## config.mk

```make
export PLATFORM = sky130hd
export DESIGN_NAME = ring_contactor_sequencer
export DESIGN_NICKNAME = d
export VERILOG_FILES = /design/src/rtl/ring_contactor_sequencer.sv
export SDC_FILE = /design/constraint.sdc
export NUM_CORES = 1
export LEC_CHECK = 0
export ABC_AREA = 1
export BUFFER_PORTS_ARGS = -buffer_cell sky130_fd_sc_hd__buf_2
export CAP_MARGIN = 20
export CORE_MARGIN = 3
export CORE_UTILIZATION = 45
export DETAILED_ROUTE_END_ITERATION = 8
export PLACE_DENSITY = 0.69
export SLEW_MARGIN = 20
export SYNTH_ARGS = -nofsm -noshare
export SYNTH_HDL_FRONTEND = slang
export SYNTH_SLANG_ARGS = --single-unit
export TNS_END_PERCENT = 30
```

## constraint.sdc

```tcl
create_clock -name i_clk -period 2.66 [get_ports i_clk]
set_input_delay 0.266 -clock i_clk [delete_from_list [all_inputs] [get_ports i_clk]]
set_output_delay 0.266 -clock i_clk [all_outputs]
set_load 0.02 [all_outputs]
```

## src/rtl/ring_contactor_sequencer.sv

```systemverilog
// Ring contactor sequencer: services one contactor transition at a time in round-robin
// order, vetoes forbidden closes, confirms on feedback and trips everything open on faults.
module ring_contactor_sequencer #(
   parameter int TIMEOUT_CYC = 1000,
   parameter int SETTLE_CYC  = 50,
   parameter int CNT_W       = 16
) (
   input  logic       i_clk,
   input  logic       i_rst,
   input  logic [7:0] i_req,
   input  logic [7:0] i_fb,
   input  logic       i_fault_clr,
   output logic [7:0] o_cmd,
   output logic       o_busy,
   output logic       o_reject,
   output logic [2:0] o_reject_id,
   output logic       o_fault,
   output logic [1:0] o_fault_code,
   output logic [2:0] o_fault_id
);

   typedef enum logic [2:0] {S_IDLE, S_CHECK, S_WAIT_FB, S_SETTLE, S_FAULT} state_t;

   localparam logic [47:0] FORBID_MASKS = {8'hB9, 8'hB6, 8'hB1, 8'h6E, 8'h6B, 8'h70};
   localparam logic [1:0]  CODE_TIMEOUT = 2'd1;
   localparam logic [1:0]  CODE_UNEXP   = 2'd2;
   localparam logic [1:0]  CODE_FORBID  = 2'd3;

   state_t           state_reg, state_next;
   logic [2:0]       ptr_reg, ptr_next;
   logic [7:0]       blocked_reg, blocked_next;
   logic [7:0]       cmd_reg, cmd_next;
   logic [CNT_W-1:0] cnt_reg, cnt_next;
   logic [2:0]       target_reg, target_next;
   logic             reject_reg, reject_next;
   logic [2:0]       reject_id_reg, reject_id_next;
   logic [1:0]       code_reg, code_next;
   logic [2:0]       fid_reg, fid_next;

   logic [7:0] pending, pend_rot, target_onehot, close_pattern, unexp;
   logic [5:0] fb_hit, close_hit;
   logic [2:0] pick_idx;
   logic       fb_forbidden, close_forbidden, monitor_trip;

   function automatic logic [2:0] lowest_set(input logic [7:0] v);
      logic [2:0] r;
      r = 3'd0;
      for (int i = 7; i >= 0; i--) begin
         if (v[i]) r = 3'(i);
      end
      return r;
   endfunction

   assign pending       = (i_req ^ cmd_reg) & ~blocked_reg;
   assign target_onehot = 8'b1 << target_reg;
   assign close_pattern = cmd_reg | target_onehot;

   // Rotate pending so bit 0 is the pointer position; lowest set bit is then the next in turn.
   genvar gi;
   generate
      for (gi = 0; gi < 8; gi++) begin : g_rot
         assign pend_rot[gi] = pending[ptr_reg + 3'(gi)];
      end
      for (gi = 0; gi < 6; gi++) begin : g_forbid
         localparam logic [7:0] M = FORBID_MASKS[gi*8 +: 8];
         assign fb_hit[gi]    = (i_fb & M) == M;
         assign close_hit[gi] = (close_pattern & M) == M;
      end
   endgenerate

   assign pick_idx        = ptr_reg + lowest_set(pend_rot);
   assign fb_forbidden    = |fb_hit;
   assign close_forbidden = |close_hit;
   // In IDLE every bit must agree; otherwise the contactor being moved is exempt.
   assign unexp           = (i_fb ^ cmd_reg) & ~((state_reg == S_IDLE) ? 8'h00 : target_onehot);
   assign monitor_trip    = (state_reg != S_FAULT) && (fb_forbidden || (|unexp));

   always_comb begin
      state_next     = state_reg;
      ptr_next       = ptr_reg;
      blocked_next   = blocked_reg & i_req;
      cmd_next       = cmd_reg;
      cnt_next       = cnt_reg;
      target_next    = target_reg;
      reject_next    = 1'b0;
      reject_id_next = 3'd0;
      code_next      = code_reg;
      fid_next       = fid_reg;

      case (state_reg)
         S_IDLE: begin
            if (|pending) begin
               target_next = pick_idx;
               state_next  = S_CHECK;
            end
         end
         S_CHECK: begin
            cnt_next = '0;
            if (!i_req[target_reg] || !close_forbidden) begin
               cmd_next[target_reg] = i_req[target_reg];
               state_next           = S_WAIT_FB;
            end else begin
               reject_next              = 1'b1;
               reject_id_next           = target_reg;
               blocked_next[target_reg] = 1'b1;
               ptr_next                 = target_reg + 3'd1;
               state_next               = S_IDLE;
            end
         end
         S_WAIT_FB: begin
            if (i_fb[target_reg] == cmd_reg[target_reg]) begin
               cnt_next   = '0;
               state_next = S_SETTLE;
            end else if (cnt_reg == CNT_W'(TIMEOUT_CYC - 1)) begin
               cmd_next   = 8'h00;
               code_next  = CODE_TIMEOUT;
               fid_next   = target_reg;
               state_next = S_FAULT;
            end else begin
               cnt_next = cnt_reg + 1'b1;
            end
         end
         S_SETTLE: begin
            if (cnt_reg == CNT_W'(SETTLE_CYC - 1)) begin
               cnt_next   = '0;
               ptr_next   = target_reg + 3'd1;
               state_next = S_IDLE;
            end else begin
               cnt_next = cnt_reg + 1'b1;
            end
         end
         S_FAULT: begin
            cmd_next = 8'h00;
            if (i_fault_clr && (i_fb == 8'h00)) begin
               code_next    = 2'd0;
               fid_next     = 3'd0;
               blocked_next = 8'h00;
               state_next   = S_IDLE;
            end
         end
         default: state_next = S_IDLE;
      endcase

      // Feedback monitors outrank whatever the current state decided this cycle.
      if (monitor_trip) begin
         state_next     = S_FAULT;
         cmd_next       = 8'h00;
         cnt_next       = '0;
         ptr_next       = ptr_reg;
         reject_next    = 1'b0;
         reject_id_next = 3'd0;
         if (fb_forbidden) begin
            code_next = CODE_FORBID;
            fid_next  = 3'd5;
         end else begin
            code_next = CODE_UNEXP;
            fid_next  = lowest_set(unexp);
         end
      end
   end

   always_ff @(posedge i_clk) begin
      if (i_rst) begin
         state_reg     <= S_IDLE;
         ptr_reg       <= 3'd0;
         blocked_reg   <= 8'h00;
         cmd_reg       <= 8'h00;
         cnt_reg       <= '0;
         target_reg    <= 3'd0;
         reject_reg    <= 1'b0;
         reject_id_reg <= 3'd0;
         code_reg      <= 2'd0;
         fid_reg       <= 3'd0;
      end else begin
         state_reg     <= state_next;
         ptr_reg       <= ptr_next;
         blocked_reg   <= blocked_next;
         cmd_reg       <= cmd_next;
         cnt_reg       <= cnt_next;
         target_reg    <= target_next;
         reject_reg    <= reject_next;
         reject_id_reg <= reject_id_next;
         code_reg      <= code_next;
         fid_reg       <= fid_next;
      end
   end

   assign o_cmd        = cmd_reg;
   assign o_busy       = (state_reg == S_CHECK) || (state_reg == S_WAIT_FB) || (state_reg == S_SETTLE);
   assign o_reject     = reject_reg;
   assign o_reject_id  = reject_id_reg;
   assign o_fault      = (state_reg == S_FAULT);
   assign o_fault_code = code_reg;
   assign o_fault_id   = fid_reg;

endmodule
```

Yosys cells after proc, flatten, opt, wreduce, memory -nomap -nowiden. Cells that the tools add are included.

Input bits: 19. Output and inout bits: 19. Logic and storage cells: 183. Flip-flop bits (word level): 50.

Bitwise operators: 11. Add/sub/neg operators: 10. Reductions and logical operators: 29. Equal/unequal tests: 35. Multiplexer cells: 76. Shift-type cells: 1. Order comparisons: 10.

Operators with widths (count): 3-bit two-way mux (28); 16-bit two-way mux (3); 8-bit two-way mux (6); 16-bit case mux with 3 select lines (1); 5-bit == test, second input constant (8); 3-bit by 4-bit < comparator with 1-bit output, second input constant (9); 1-bit binary-select mux with 3-bit select (11); 8-bit AND (3); 8-bit case mux with 3 select lines (1); 4-bit AND reduction (5); 3-bit inequality test, second input constant (6); 16-bit by 1-bit adder with 16-bit output, second input constant (1); 16-bit by 10-bit == test with 1-bit output, second input constant (1); 16-bit by 6-bit == test with 1-bit output, second input constant (1); 8-bit NOT (2); 8-bit OR (2); 8-bit case mux with 2 select lines (1); 8-bit OR reduction (2); 8-bit bitwise XOR (2); 3-bit case mux with 5 select lines (1); 1-bit two-way mux (14); 3-bit adder, second input constant (4); 3-bit case mux with 2 select lines (2); 6-bit OR reduction (2); other kinds (31) (56).

Longest topological paths before layout.
Depth after elaboration: 14. Depth in mapped cells: 22. Gate-level depth less buffers: 22.

Worst setup path before layout. OpenSTA, ideal clock, no wires.

Path kind: register to register. From: register ptr_reg[0]. To: register target_reg[2]. Required time: 2.551 ns. Period minus slack after synthesis: 2.654 ns. Path slack: 0.006 ns. Setup time: 0.109 ns. Data arrival time: 2.545 ns. Cell stages (with the launch flop): 23. Buffers on the path: 1. Cell sequence: dfxtp_1 > buf_2 > inv_2 > ha_1 > inv_1 > nand3_1 > nand3_1 > nand2_1 > inv_1 > nand2_1 > nand2_1 > nand2_1 > nand2_1 > a21oi_1 > ha_1 > inv_1 > fa_1 > xor2_1 > inv_1 > nand2_1 > nand3_1 > nand2_1 > inv_1.

Longest elaborated chain between the ends: 12. Elaborated cells between the ends (all ways): 32. Those cells by class: add/sub (8); mux (24).

Ends and longest elaborated chain: start, declared (RTL line 30) `logic [2:0] ptr_reg, ptr_next;`; start signal, assigned (RTL line 176) `ptr_reg <= ptr_next;`; 3-bit adder (RTL line 62) `assign pend_rot[gi] = pending[ptr_reg + 3'(gi)];`; 1-bit binary-select mux with 3-bit select (RTL line 62); 1-bit two-way mux (not written as such) (RTL line 62); 3-bit two-way mux (8 in a row) (RTL line 49) `if (v[i]) r = 3'(i);`; 3-bit adder * (RTL line 71) `assign pick_idx = ptr_reg + lowest_set(pend_rot);`; end signal, assigned (RTL line 180) `target_reg <= target_next;`; end, declared (RTL line 34) `logic [2:0] target_reg, target_next;`.

Mark *: on every way between the ends. The rest lies on a longest branch, timed or not. The select of a mux whose other input is x is not followed. A chain may end at the register's enable or synchronous reset.

Final worst setup path. Same ends and word-level chain as after synthesis.

==> flow_summary.json <==
{
  "synth_fp_nets": 770,
  "drc": 0,
  "synth_common_cells": "nand2_1, inv_1, nand3_1, nor2_1, dfxtp_1",
  "fin_nets": 821,
  "rsz0062_at_grt": "true",
  "grt_pass1_vias": 4367,
  "vias": 4879,
  "end_kind": "flip-flop",
  "cp_cell_sequence": "buf_12, ha_1, xnor2_2, nand3_1, nand2_2, inv_1, nand2_1, nand2_1, nand2_1, nand2_1, a21oi_2, ha_2, inv_1, fa_2, xor2_2, inv_1, nand2_1, nand3_1, nand2_1, inv_1",
  "postSynthAreaPerCell_um2": 5.84,
  "fp.dieH_um": 104,
  "num-fill-cells": 961,
  "avgViaCountPerCell": 5.31,
  "status": "finished clean",
  "layoutNonFillerInstCount": 919,
  "cp_common_cell": "nand2_1",
  "hold_class": "input pin to flip-flop",
  "critPathTopFamily": "adder cells",
  "synth_edf_count": 0,
  "io_buffers": 37,
  "cts_tree": "yes",
  "cp.depth": 20,
  "period_minus_slack_ps": 2540,
  "required_ps": 2880,
  "syn-cell-area_um2": 4310,
  "largest_reg_flops": 16,
  "drive_gt1_share_pct": 14.9,
  "synth_seq_area_share_pct": 23.2,
  "slew-limit-headroom_pct": 59.1,
  "power.switching_uw": 664,
  "cts_buffers": 5,
  "routed_wl_um": 12900,
  "dieWidth_um": 104,
  "cts.sinks": 50,
  "detail-route-antenna-nets": 0,
  "num_antenna_cells": 0,
  "drv_slew": 0,
  "syn_inst": 739,
  "clock-root-buffer": "clkbuf_8",
  "power-per-cell-area_nw_per_um2": 388,
  "synth.distinct_cells": 42,
  "syn2layout_area_growth_pct": 13.5,
  "cpMaxStageDelayCell": "dfxtp_2",
  "synth_seq_cells": 50,
  "worstMarginPinSlew_ps": 609,
  "drt_iter0_drc": 393,
  "start_kind": "flip-flop",
  "grt_max_degree": 18,
  "ir_drop_mv": 0.212,
  "finalCritPeriodShare_pct": 95.4,
  "grt_pass1_wl_um": 21500,
  "yosysMostFrequentCell": "nand2_1",
  "h-tree-depth": 2,
  "antenna_found_initial": 0,
  "cts_hold_buf": 0,
  "yosys.area.top_type_share_pct": 23.2,
  "fmax_ghz": 0.394,
  "async_flop_share_pct": 0,
  "cts.path.max_buffers": 2,
  "p_leak_nw": 2.36,
  "synth_ff_type": "dfxtp_1",
  "worstRegToRegCells": 20,
  "wire_per_inst_um": 14.1,
  "clk_pin_slew_worst_paths_ps": 100,
  "rows": 35,
  "dp_hpwl_um": 10200,
  "seq_power_share_pct": 41.8,
  "crit_type": "flip-flop to flip-flop",
  "dr.pass1.iters": 5,
  "globalRouteTotalUtil_pct": 23.7,
  "initial_utilization_pct": 46.5,
  "ys_warn_count": 0,
  "place.detailed.instances": 912,
  "gp_routability_congestion": 0.937,
  "arrival_ps": 2760,
  "cp_num_buf_inv": 5,
  "hold_viol_final": 0,
  "hold-path-cell-count": 3,
  "coreArea_um2": 9280,
  "setup_viol": 0,
  "drv_cap": 0,
  "p_int_mw": 1.24,
  "swShare_pct": 34.9,
  "clk-insertion-delay-late_ps": 310,
  "worstPathMaxFanout": 10,
  "yosysTopAreaCell": "dfxtp_1",
  "cts_setup_buffers": 0,
  "dieArea_um2": 10800,
  "clock_skew_ps": 9.42,
  "p_clk_share_pct": 30.0,
  "comb_power_share_pct": 28.2,
  "p_total_mw": 1.90,
  "critical_path.max_stage_delay_ps": 350,
  "fin_setup_tns_ps": 0,
  "ios": 38,
  "overflow": 0,
  "synth.area.top_cells": "dfxtp_1, nand2_1, nand3_1, inv_1, a21oi_1"
}
worst min-delay path, delay by kind of cell:
kind / cells / cell delay (ps)
buf+inv: 1 / 120
simple gates: 1 / 70
compound gates: 1 / 60
power by group through the flow:
stage	Sequential [mW]	Combinational [mW]	Clock (mW)
floorplan	0.812	0.372	0
global placement	0.809	0.514	0
detailed placement	0.809	0.520	0
CTS	0.792	0.522	0.583
global route	0.796	0.597	0.608
finish	0.794	0.537	0.570
timing repair:
item,in CTS,in global routing
setup endpoints to repair,1,1
gates resized for setup,2,14
endpoints found under the hold margin,0,0
metrics by stage:
step | cell area [um^2] | util (%) | worst slack [ps] | hold slack, ps
6_report | 4900 | 52.7 | 124 | 249
3_5_place_dp | 4730 | 51.0 | -25.0 | 454
3_3_place_gp | 4730 | 51.0 | 62.5 | 451
2_1_floorplan | 4310 | - | 5.92 | 335
4_1_cts | 4860 | 52.3 | 34.2 | 241
5_1_grt | 4900 | 52.7 | -107 | 263
cells by family after synthesis:
logic type / count (synthesis) / synth area share, %
buffers and inverters: 118 / 11.8
and+or+nand+nor: 460 / 47.3
AOI/OAI and AO/OA: 78 / 9.77
DFF: 50 / 23.2
adders and majority gates: 12 / 3.65
xor gates and xnor gates: 21 / 4.26
placed cells by master (no fill, tap or decap), types with 4 or more instances in the layout:
cell type / synthesis / routed
nand3b_1: 4 / 4
inv_1: 89 / 87
xor2_1: 17 / 16
nor3_1: 14 / 14
dfxtp_2: 0 / 6
nor2_1: 61 / 61
buf_4: 3 / 24
buf_2: 5 / 37
nand4_1: 30 / 30
nand2_1: 237 / 236
o21ai_0: 12 / 12
ha_1: 11 / 9
clkbuf_8: 0 / 6
o21ai_1: 10 / 10
inv_2: 9 / 11
a21oi_1: 48 / 47
nand3_1: 89 / 88
dfxtp_1: 50 / 44
nand2_2: 10 / 11
per-layer routing:
metal	GRT usage [%]	up-vias	routed length [um]
li1	-	2484	-
met1	36.4	2190	6640
met2	33.9	188	5080
met3	3.91	17	1000
met4	6.36	0	190
met5	0	-	0
final timing paths:
check             slack (ps)               to            start
setup reg to reg         120    target_reg[2]       ptr_reg[0]
hold reg to reg          460  o_fault_code[1]  o_fault_code[1]
hold / removal           250   blocked_reg[2]         i_req[2]
setup / recovery         120    target_reg[2]       ptr_reg[0]
layout make-up:
type	count	area (um^2)	area share (%)
Multi-Input combinational cell	571	2850	58.2
Sequential cell	50	1010	20.6
Clock inverter	1	30.0	0.613
Timing Repair Buffer	62	385	7.87
Tap cell	129	161	3.30
Inverter	100	380	7.77
Clock buffer	6	82.6	1.69
Power figures use the tool's default switching activity.
